**src/rtl/text_console_if.sv**
```systemverilog
// Byte-stream input and char-buffer write port of the text console.
// Geometry parameters must match the controller instance.
interface text_console_if #(
  parameter int CHAR_ROWS = 12,
  parameter int CHAR_COLS = 8
);
  localparam int TEXT_ROWS = 480 / CHAR_ROWS;
  localparam int TEXT_COLS = 640 / CHAR_COLS;
  localparam int CELLS     = TEXT_ROWS * TEXT_COLS;
  localparam int ADDR_W    = $clog2(CELLS);
  localparam int COL_W     = $clog2(TEXT_COLS);
  localparam int ROW_W     = $clog2(TEXT_ROWS);

  logic              in_valid;
  logic              in_ready;
  logic [7:0]        in_data;
  logic              buf_write_en;
  logic [ADDR_W-1:0] buf_addr;
  logic [6:0]        buf_data;
  logic [COL_W-1:0]  cursor_col;
  logic [ROW_W-1:0]  cursor_row;
  logic              busy;

  modport master (
    output in_valid, in_data,
    input  in_ready, buf_write_en, buf_addr, buf_data,
    input  cursor_col, cursor_row, busy
  );

  modport slave (
    input  in_valid, in_data,
    output in_ready, buf_write_en, buf_addr, buf_data,
    output cursor_col, cursor_row, busy
  );
endinterface

```
**src/rtl/text_console_ctrl.sv**
```systemverilog
// Text console: byte stream -> char buffer writes, cursor, LF/CR/BS/FF.
// Define TEXT_CONSOLE_TAB_EN to make 0x09 advance to the next 8-col stop.
module text_console_ctrl #(
  parameter int CHAR_ROWS = 12,
  parameter int CHAR_COLS = 8
) (
  input  logic          clk,
  input  logic          rst_n,
  text_console_if.slave bus
);
  localparam int TEXT_ROWS = 480 / CHAR_ROWS;
  localparam int TEXT_COLS = 640 / CHAR_COLS;
  localparam int CELLS     = TEXT_ROWS * TEXT_COLS;
  localparam int ADDR_W    = $clog2(CELLS);
  localparam int COL_W     = $clog2(TEXT_COLS);
  localparam int ROW_W     = $clog2(TEXT_ROWS);

  typedef enum logic {CLEAR, IDLE} state_e;

  state_e            state_q;
  logic [ADDR_W-1:0] idx_q;
  logic [COL_W-1:0]  col_q, col_d;
  logic [ROW_W-1:0]  row_q, row_d;
  logic              we_q, we_d;
  logic [ADDR_W-1:0] addr_q, addr_d;
  logic [6:0]        data_q, data_d;
  logic              ff_d;

  logic [7:0]        d;
  logic              accept;
  logic              is_print, is_lf, is_cr, is_bs, is_ff;
  logic              col_last;
  logic [ROW_W-1:0]  row_inc;
  logic [ADDR_W-1:0] cur_addr;

  assign d        = bus.in_data;
  assign accept   = bus.in_valid && (state_q == IDLE);
  assign is_print = (d >= 8'h20) && (d <= 8'h7E);
  assign is_lf    = (d == 8'h0A);
  assign is_cr    = (d == 8'h0D);
  assign is_bs    = (d == 8'h08);
  assign is_ff    = (d == 8'h0C);
  assign col_last = (col_q == COL_W'(TEXT_COLS - 1));
  // No scrolling: the line after the last row is row 0.
  assign row_inc  = (row_q == ROW_W'(TEXT_ROWS - 1)) ?
                    '0 : row_q + 1'b1;
  assign cur_addr = ADDR_W'(row_q) * ADDR_W'(TEXT_COLS)
                  + ADDR_W'(col_q);

`ifdef TEXT_CONSOLE_TAB_EN
  logic             is_tab;
  logic [COL_W:0]   tab_sum;
  assign is_tab  = (d == 8'h09);
  assign tab_sum = ({1'b0, col_q} | (COL_W+1)'(7))
                 + (COL_W+1)'(1);
`endif

  always_comb begin
    col_d  = col_q;
    row_d  = row_q;
    we_d   = 1'b0;
    addr_d = cur_addr;
    data_d = 7'h00;
    ff_d   = 1'b0;
    if (accept) begin
      unique case (1'b1)
        is_print: begin
          we_d   = 1'b1;
          data_d = d[6:0];
          if (col_last) begin
            col_d = '0;
            row_d = row_inc;
          end else begin
            col_d = col_q + 1'b1;
          end
        end
        is_lf: begin
          col_d = '0;
          row_d = row_inc;
        end
        is_cr: col_d = '0;
        is_bs: begin
          if (col_q != '0) begin
            col_d  = col_q - 1'b1;
            we_d   = 1'b1;
            addr_d = cur_addr - 1'b1;
          end
        end
        is_ff: begin
          col_d = '0;
          row_d = '0;
          ff_d  = 1'b1;
        end
`ifdef TEXT_CONSOLE_TAB_EN
        is_tab: begin
          if (tab_sum >= (COL_W+1)'(TEXT_COLS)) begin
            col_d = '0;
            row_d = row_inc;
          end else begin
            col_d = tab_sum[COL_W-1:0];
          end
        end
`endif
        default: ;
      endcase
    end
  end

  always_ff @(posedge clk or negedge rst_n) begin
    if (!rst_n) begin
      state_q <= CLEAR;
      idx_q   <= '0;
      col_q   <= '0;
      row_q   <= '0;
      we_q    <= 1'b0;
      addr_q  <= '0;
      data_q  <= 7'h00;
    end else begin
      unique case (state_q)
        CLEAR: begin
          we_q   <= 1'b1;
          addr_q <= idx_q;
          data_q <= 7'h00;
          if (idx_q == ADDR_W'(CELLS - 1)) begin
            idx_q   <= '0;
            state_q <= IDLE;
          end else begin
            idx_q <= idx_q + 1'b1;
          end
        end
        IDLE: begin
          we_q  <= we_d;
          col_q <= col_d;
          row_q <= row_d;
          if (we_d) begin
            addr_q <= addr_d;
            data_q <= data_d;
          end
          if (ff_d) begin
            idx_q   <= '0;
            state_q <= CLEAR;
          end
        end
        default: state_q <= CLEAR;
      endcase
    end
  end

  assign bus.in_ready     = (state_q == IDLE);
  assign bus.busy         = (state_q == CLEAR);
  assign bus.buf_write_en = we_q;
  assign bus.buf_addr     = addr_q;
  assign bus.buf_data     = data_q;
  assign bus.cursor_col   = col_q;
  assign bus.cursor_row   = row_q;
endmodule

```
**src/flat_wrapper.sv**
```systemverilog
// flat-port wrapper written by rule: the top's interface ports become plain ports
module text_console_ctrl_flat 
#(
  parameter int CHAR_ROWS = 12,
  parameter int CHAR_COLS = 8
)
  (clk, rst_n, bus_in_valid, bus_in_data, bus_in_ready, bus_buf_write_en, bus_buf_addr, bus_buf_data, bus_cursor_col, bus_cursor_row, bus_busy);
  text_console_if #(.CHAR_ROWS(CHAR_ROWS), .CHAR_COLS(CHAR_COLS)) bus_i ();
  input  logic clk;
  input  logic rst_n;
  input wire logic [$bits(bus_i.in_valid)-1:0] bus_in_valid;
  input wire logic [$bits(bus_i.in_data)-1:0] bus_in_data;
  output wire logic [$bits(bus_i.in_ready)-1:0] bus_in_ready;
  output wire logic [$bits(bus_i.buf_write_en)-1:0] bus_buf_write_en;
  output wire logic [$bits(bus_i.buf_addr)-1:0] bus_buf_addr;
  output wire logic [$bits(bus_i.buf_data)-1:0] bus_buf_data;
  output wire logic [$bits(bus_i.cursor_col)-1:0] bus_cursor_col;
  output wire logic [$bits(bus_i.cursor_row)-1:0] bus_cursor_row;
  output wire logic [$bits(bus_i.busy)-1:0] bus_busy;
  assign bus_i.in_valid = bus_in_valid;
  assign bus_i.in_data = bus_in_data;
  assign bus_in_ready = bus_i.in_ready;
  assign bus_buf_write_en = bus_i.buf_write_en;
  assign bus_buf_addr = bus_i.buf_addr;
  assign bus_buf_data = bus_i.buf_data;
  assign bus_cursor_col = bus_i.cursor_col;
  assign bus_cursor_row = bus_i.cursor_row;
  assign bus_busy = bus_i.busy;
  text_console_ctrl #(.CHAR_ROWS(CHAR_ROWS), .CHAR_COLS(CHAR_COLS)) u_core (.clk(clk), .rst_n(rst_n), .bus(bus_i));
endmodule
```
**config.mk**
```make
export PLATFORM = sky130hd
export DESIGN_NAME = text_console_ctrl_flat
export DESIGN_NICKNAME = d
export VERILOG_FILES = /design/src/rtl/text_console_if.sv /design/src/rtl/text_console_ctrl.sv /design/src/flat_wrapper.sv
export SDC_FILE = /design/constraint.sdc
export NUM_CORES = 1
export LEC_CHECK = 0
export CORE_MARGIN = 5
export CORE_UTILIZATION = 30
export CTS_CLUSTER_DIAMETER = 40
export DETAILED_ROUTE_END_ITERATION = 10
export SYNTH_ARGS = -nofsm -noshare
export SYNTH_HDL_FRONTEND = slang
export SYNTH_SLANG_ARGS = --single-unit
```
**constraint.sdc**
```tcl
create_clock -name clk -period 7.85 [get_ports clk]
set_input_delay 0.785 -clock clk [delete_from_list [all_inputs] [get_ports clk]]
set_output_delay 0.785 -clock clk [all_outputs]
set_load 0.02 [all_outputs]
```
# Word-level counts from Yosys, hierarchy flattened
# Index checks and enable logic that the tools add are counted.
# W data, S select, Z words.
# totals
register_bits,46
in_bits,11
output_inout_bits,35
elab_cells,63
# classes
add_sub_neg,6
mul,1
n_lt_le_gt_ge,2
eq_ne,11
mux,27
bitwise,1
n_reduce_logical,8
# op_table
cell,n
$mux W12,6
$pmux W12 S2,2
$mux W7,5
$eq A8 B4 Y1 const B,4
$pmux W7 S3,1
$pmux W6 S3,1
$pmux W7 S2,1
$add A12 B1 Y12 const B,1
$add A12 B7 Y12,1
$eq A12 B12 Y1 const B,1
$mux W6,2
$sub A12 B1 Y12 const B,1
$ge A8 B6 Y1 const B,1
$le A8 B7 Y1 const B,1
$mul A6 B3 Y8 const B,1
$ne A2 B2 Y1 const B,4
$reduce_and A4 Y1,2
$add A7 B1 Y7 const B,1
$eq A7 B7 Y1 const B,1
$reduce_bool A7 Y1,1
$sub A7 B1 Y7 const B,1
$add A6 B1 Y6 const B,1
$eq A6 B6 Y1 const B,1
$mux W1,6
5 further kinds,9

# Logic depth before layout (Yosys ltp)
# logic_depth
depth_word,8
mapped_depth,11
mapped_depth_nobuf,9

# Worst setup path before layout
# OpenSTA, ideal clock, no wires.
# synth_timing
kind,register to register
startpoint,register u_core.row_q[1] (netlist: u_core.bus.cursor_row[1])
endpoint,register u_core.addr_q[11] (netlist: u_core.bus.buf_addr[11])
setup_time_ps,126
arrival_ps,3001
required_ps,7724
setup_slack_ps,4723
stages_incl_launch_ff,10
n_path_buf,0
synth_period_minus_slack_ps,3127
cell_sequence,dfrtp_1 > ha_1 > ha_1 > fa_1 > xnor2_1 > or3_1 > a2111oi_0 > nand4_1 > xnor2_1 > a221o_1
# synth_between
elab_chain_cells,8
# synth_lines
item,line,text
from (decl),text_console_ctrl.sv:23,"logic [ROW_W-1:0] row_q, row_d;"
from (signal assigned),text_console_ctrl.sv:134,row_q <= row_d;
$mul A6 B3 Y8 (*),text_console_ctrl.sv:47,assign cur_addr = ADDR_W'(row_q) * ADDR_W'(TEXT_COLS)
$add A12 B7 Y12 (*),text_console_ctrl.sv:48,+ ADDR_W'(col_q);
$sub A12 B1 Y12,text_console_ctrl.sv:86,addr_d = cur_addr - 1'b1;
$mux W12,text_console_ctrl.sv:83,if (col_q != '0) begin
$mux W12,text_console_ctrl.sv:66,unique case (1'b1)
$mux W12 (*),text_console_ctrl.sv:65,if (accept) begin
$mux W12 (*),text_console_ctrl.sv:135,if (we_d) begin
$pmux W12 S2 (*),text_console_ctrl.sv:119,unique case (state_q)
to (signal assigned),text_console_ctrl.sv:122,addr_q <= idx_q;
to (signal assigned),text_console_ctrl.sv:136,addr_q <= addr_d;
to (decl),text_console_ctrl.sv:25,"logic [ADDR_W-1:0] addr_q, addr_d;"
# Every way passes the cells marked *; elsewhere a longest branch is shown, timed or not. The select of a mux whose other input is x is not followed.
# A chain may end at the register's enable or synchronous reset.

# Worst setup path after layout
# Same ends and word-level chain as after synthesis.

==> flow_metrics.py <==
metrics = {
    "cells_and_area": {
        "design_area_mm2": 0.00386,
        "fin_nets": 424,
        "layout-drive-gt1-share": 0.0581,
        "layoutNonFillerInstCount": 532,
        "num_antenna_cells": 0,
        "layout.core_utilization": 0.372,
        "syn2layout_area_growth_pct": 20.0,
    },
    "cts": {
        "clk-insertion-delay-late_ns": 0.30,
        "cts_made_buffers": 5,
        "cts-root-to-sink-buffers": 2,
        "htree_num_levels": 2,
        "clk_root_buffer_cell": "sky130_fd_sc_hd__clkbuf_8",
        "clkSinkCount": 46,
        "cts_tree": "built",
        "cts.repair.resized": 0,
        "cts_setup_buffers": 0,
        "worst_setup_hold_path_clk_slew_ns": 0.09,
        "post_cts_hold_buffer_count": 0,
    },
    "sta": {
        "clock.fmax_ghz": 0.303,
        "hold_ws_ns": 0.495,
        "fin_crit_sh": 0.420,
        "finalHoldViolCount": 0,
        "setup_viol": 0,
        "setup_repair_after_global_routing_missed_its_margin": "false",
        "worst_margin_slew_ns": 1.04,
        "finClkSkew_ns": 0.00571,
        "setup_tns_ns": 0,
        "maxSlewHeadroom": 0.306,
        "finalWorstSetupSlack_ns": 4.55,
        "layout_min_cycle_time_ns": 3.30,
        "final_max_slew_viol_count": 0,
    },
    "worst_setup_path": {
        "critical_path_peak_fanout": 7,
        "timing_worst_setup_path_type": "register to register",
        "worstSetupEndpointType": "register",
        "worst_ep_arrival_time_ns": 3.49,
        "crit_path_top_delay_cell": "sky130_fd_sc_hd__dfrtp_1",
        "biggest_cell_delay_along_the_critical_path_ns": 0.49,
        "worst-r2r-setup-slack_ns": 4.55,
        "timing.critical_path.buf_inv": 0,
        "worstPathCellList": "ha_1, ha_1, fa_1, xnor2_1, or3_1, a2111oi_0, nand4_1, xnor2_1, a221o_1",
        "critical_path_s_top_delay_family": "adder cells",
        "cp_data_required_time_ns": 8.04,
        "cp_launch_type": "register",
    },
    "logic_synthesis": {
        "yosysSeqAreaShare": 0.358,
        "ys_async_sr_fraction": 1.00,
        "number_of_flops_mapped_to_enable_cells_by_yosys": 0,
        "ys.flop_type": "sky130_fd_sc_hd__dfrtp_1",
        "synth.cell_area_mm2": 0.00322,
        "netlist.area_leader.share": 0.358,
        "syn_inst": 358,
        "synth_cell_type_count": 65,
        "avgSynthCellArea_um2": 8.98,
        "syn_nets": 387,
        "yosys_warnings": 0,
        "yosys_register_bits": 46,
        "netlist.top_cell.by_area": "sky130_fd_sc_hd__dfrtp_1",
        "synth_area_leaders": "sky130_fd_sc_hd__dfrtp_1 (36%), sky130_fd_sc_hd__ha_1 (6.2%), sky130_fd_sc_hd__o21ai_1 (3.7%)",
    },
    "floorplan": {
        "fp.dieW_um": 114,
        "row_count": 37,
        "die_height_um": 114,
        "io_pins": 46,
        "floorplan.core_area_mm2": 0.0104,
        "initial_utilization": 0.310,
        "die_area_mm2": 0.0129,
    },
    "detailed_routing": {
        "wire_per_inst_um": 16.5,
        "postRouteWirelength_mm": 8.80,
        "dr.first_iter.drc_count": 199,
        "route.antenna.remaining_nets": 0,
        "detailroute.via_count": 2993,
        "route.detailed.vias_per_inst": 5.63,
        "firstDrtPassIters": 4,
        "drc": 0,
    },
    "placed_design": {
        "place_ws_ns": 4.50,
        "gp_routability_congestion": 0.915,
        "placed_cells": 524,
        "dpl.hpwl_mm": 6.49,
        "post_dp_cell_area_mm2": 0.00377,
        "number_of_buffers_added_on_ports": 45,
    },
    "pwr": {
        "total_switching_power_uw": 408,
        "total_leakage_power_nw": 1.63,
        "post-layout-total-power_uw": 960,
        "sw_frac_of_total": 0.425,
        "clkPwrFrac": 0.156,
        "portion_of_total_power_attributed_to_sequential_cells": 0.409,
        "vdd_ir_drop_max_v": 0.0000960,
        "combinational_share_of_power": 0.435,
        "power.internal_uw": 552,
        "pd_cells_mw_per_mm2": 249,
    },
    "global_route": {
        "grt_pass1_vias": 2856,
        "global_route_wire_length_before_repair_mm": 14.3,
        "pin_count_of_the_biggest_net_entering_global_routing": 47,
        "antenna_violations_before_repair": 0,
        "overflow": 0,
        "grt_util_all_layers": 0.135,
    },
    "run_status": {
        "run_status": "completed",
    },
    "worst_hold_path": {
        "worstHoldPathType": "register to register",
    },
    "job": {
        "maxCapViolCount": 0,
    },
}
-- layer usage --
metal | up-vias | global-route usage | wire [um]
li1 | 1415 | - | -
met1 | 1471 | 0.187 | 4120
met2 | 95 | 0.218 | 4080
met3 | 12 | 0.0218 | 495
met4 | 0 | 0.0337 | 105
met5 | - | 0 | 0
-- power by group through the flow --
stage	clock network [mW]	logic (mW)	registers, mW
finish	0.150	0.417	0.393
global route	0.160	0.454	0.405
CTS	0.153	0.418	0.393
detailed placement	0	0.416	0.398
global placement	0	0.411	0.396
floorplan	0	0.221	0.414
-- logic make-up (layout without fill, tap and decap cells) --
| family | Yosys count | after routing | synth area share |
|---|---|---|---|
| simple gates | 122 | 122 | 0.210 |
| xor+xnor | 18 | 18 | 0.0533 |
| flops | 46 | 46 | 0.358 |
| compound gates | 120 | 120 | 0.251 |
| fa+ha+maj | 18 | 18 | 0.0747 |
| buf+inv | 29 | 67 | 0.0362 |
| mux | 5 | 5 | 0.0167 |
-- worst min-delay path: stages, from the launching register on --
cell                      delay (ns)
sky130_fd_sc_hd__dfrtp_1        0.35
sky130_fd_sc_hd__nand2_1        0.05
sky130_fd_sc_hd__o21ai_1        0.06
-- cell usage in the layout (no fill, tap or decap), drive strengths merged, types with 12 or more instances in the layout --
master,n
a21oi,20
and3,17
clkdlybuf4s50,44
dfrtp,46
ha,16
inv,13
nand2,27
nand3,13
nor2,23
nor3,12
o21ai,39
-- path summary, 6_finish.rpt --
path / depth (start not counted) / to / startpoint
min reg2reg: 2 / u_core.bus.buf_addr[7] / u_core.bus.buf_addr[7]
max reg2reg: 9 / u_core.bus.buf_addr[11] / u_core.bus.cursor_row[1]
max: 9 / u_core.bus.buf_addr[11] / u_core.bus.cursor_row[1]
min in group asynchronous: 1 / u_core.bus.cursor_col[2] / rst_n
max in group asynchronous: 1 / u_core.bus.buf_addr[11] / rst_n
min: 2 / u_core.bus.buf_addr[7] / u_core.bus.buf_addr[7]
-- cell usage after synthesis, drive strengths merged, types with 4 or more instances --
cell and instances:
a211oi 8, a21o 5, a21oi 20, a22o 8, a31oi 5, a32oi 5, and3 17, buf 6
clkbuf 10, dfrtp 46, ha 16, inv 13, nand2 27, nand3 13, nand4 4, nor2 23
nor2b 4, nor3 12, o211ai 4, o21ai 39, o22ai 7, o31ai 5, xnor2 11, xor2 6
-- sequential cells by signal, indices dropped and copies added (netlist names) --
| signal | flops |
|---|---|
| u_core.bus.cursor_row | 6 |
| u_core.bus.buf_addr | 12 |
| u_core.bus.buf_write_en | 1 |
| u_core.bus.buf_data | 7 |
| u_core.idx_q | 12 |
| u_core.bus.cursor_col | 7 |
| u_core.bus.in_ready | 1 |
-- area by class of cell --
cell class / instances / area, um2
Fill cell: 1056 / 6510
Sequential cell: 46 / 1150
Inverter: 13 / 48.8
Tap cell: 136 / 170
Multi-Input combinational cell: 283 / 1950
Timing Repair Buffer: 46 / 453
Clock buffer: 6 / 72.6
Clock inverter: 2 / 13.8
Power figures use the tool's default switching activity.
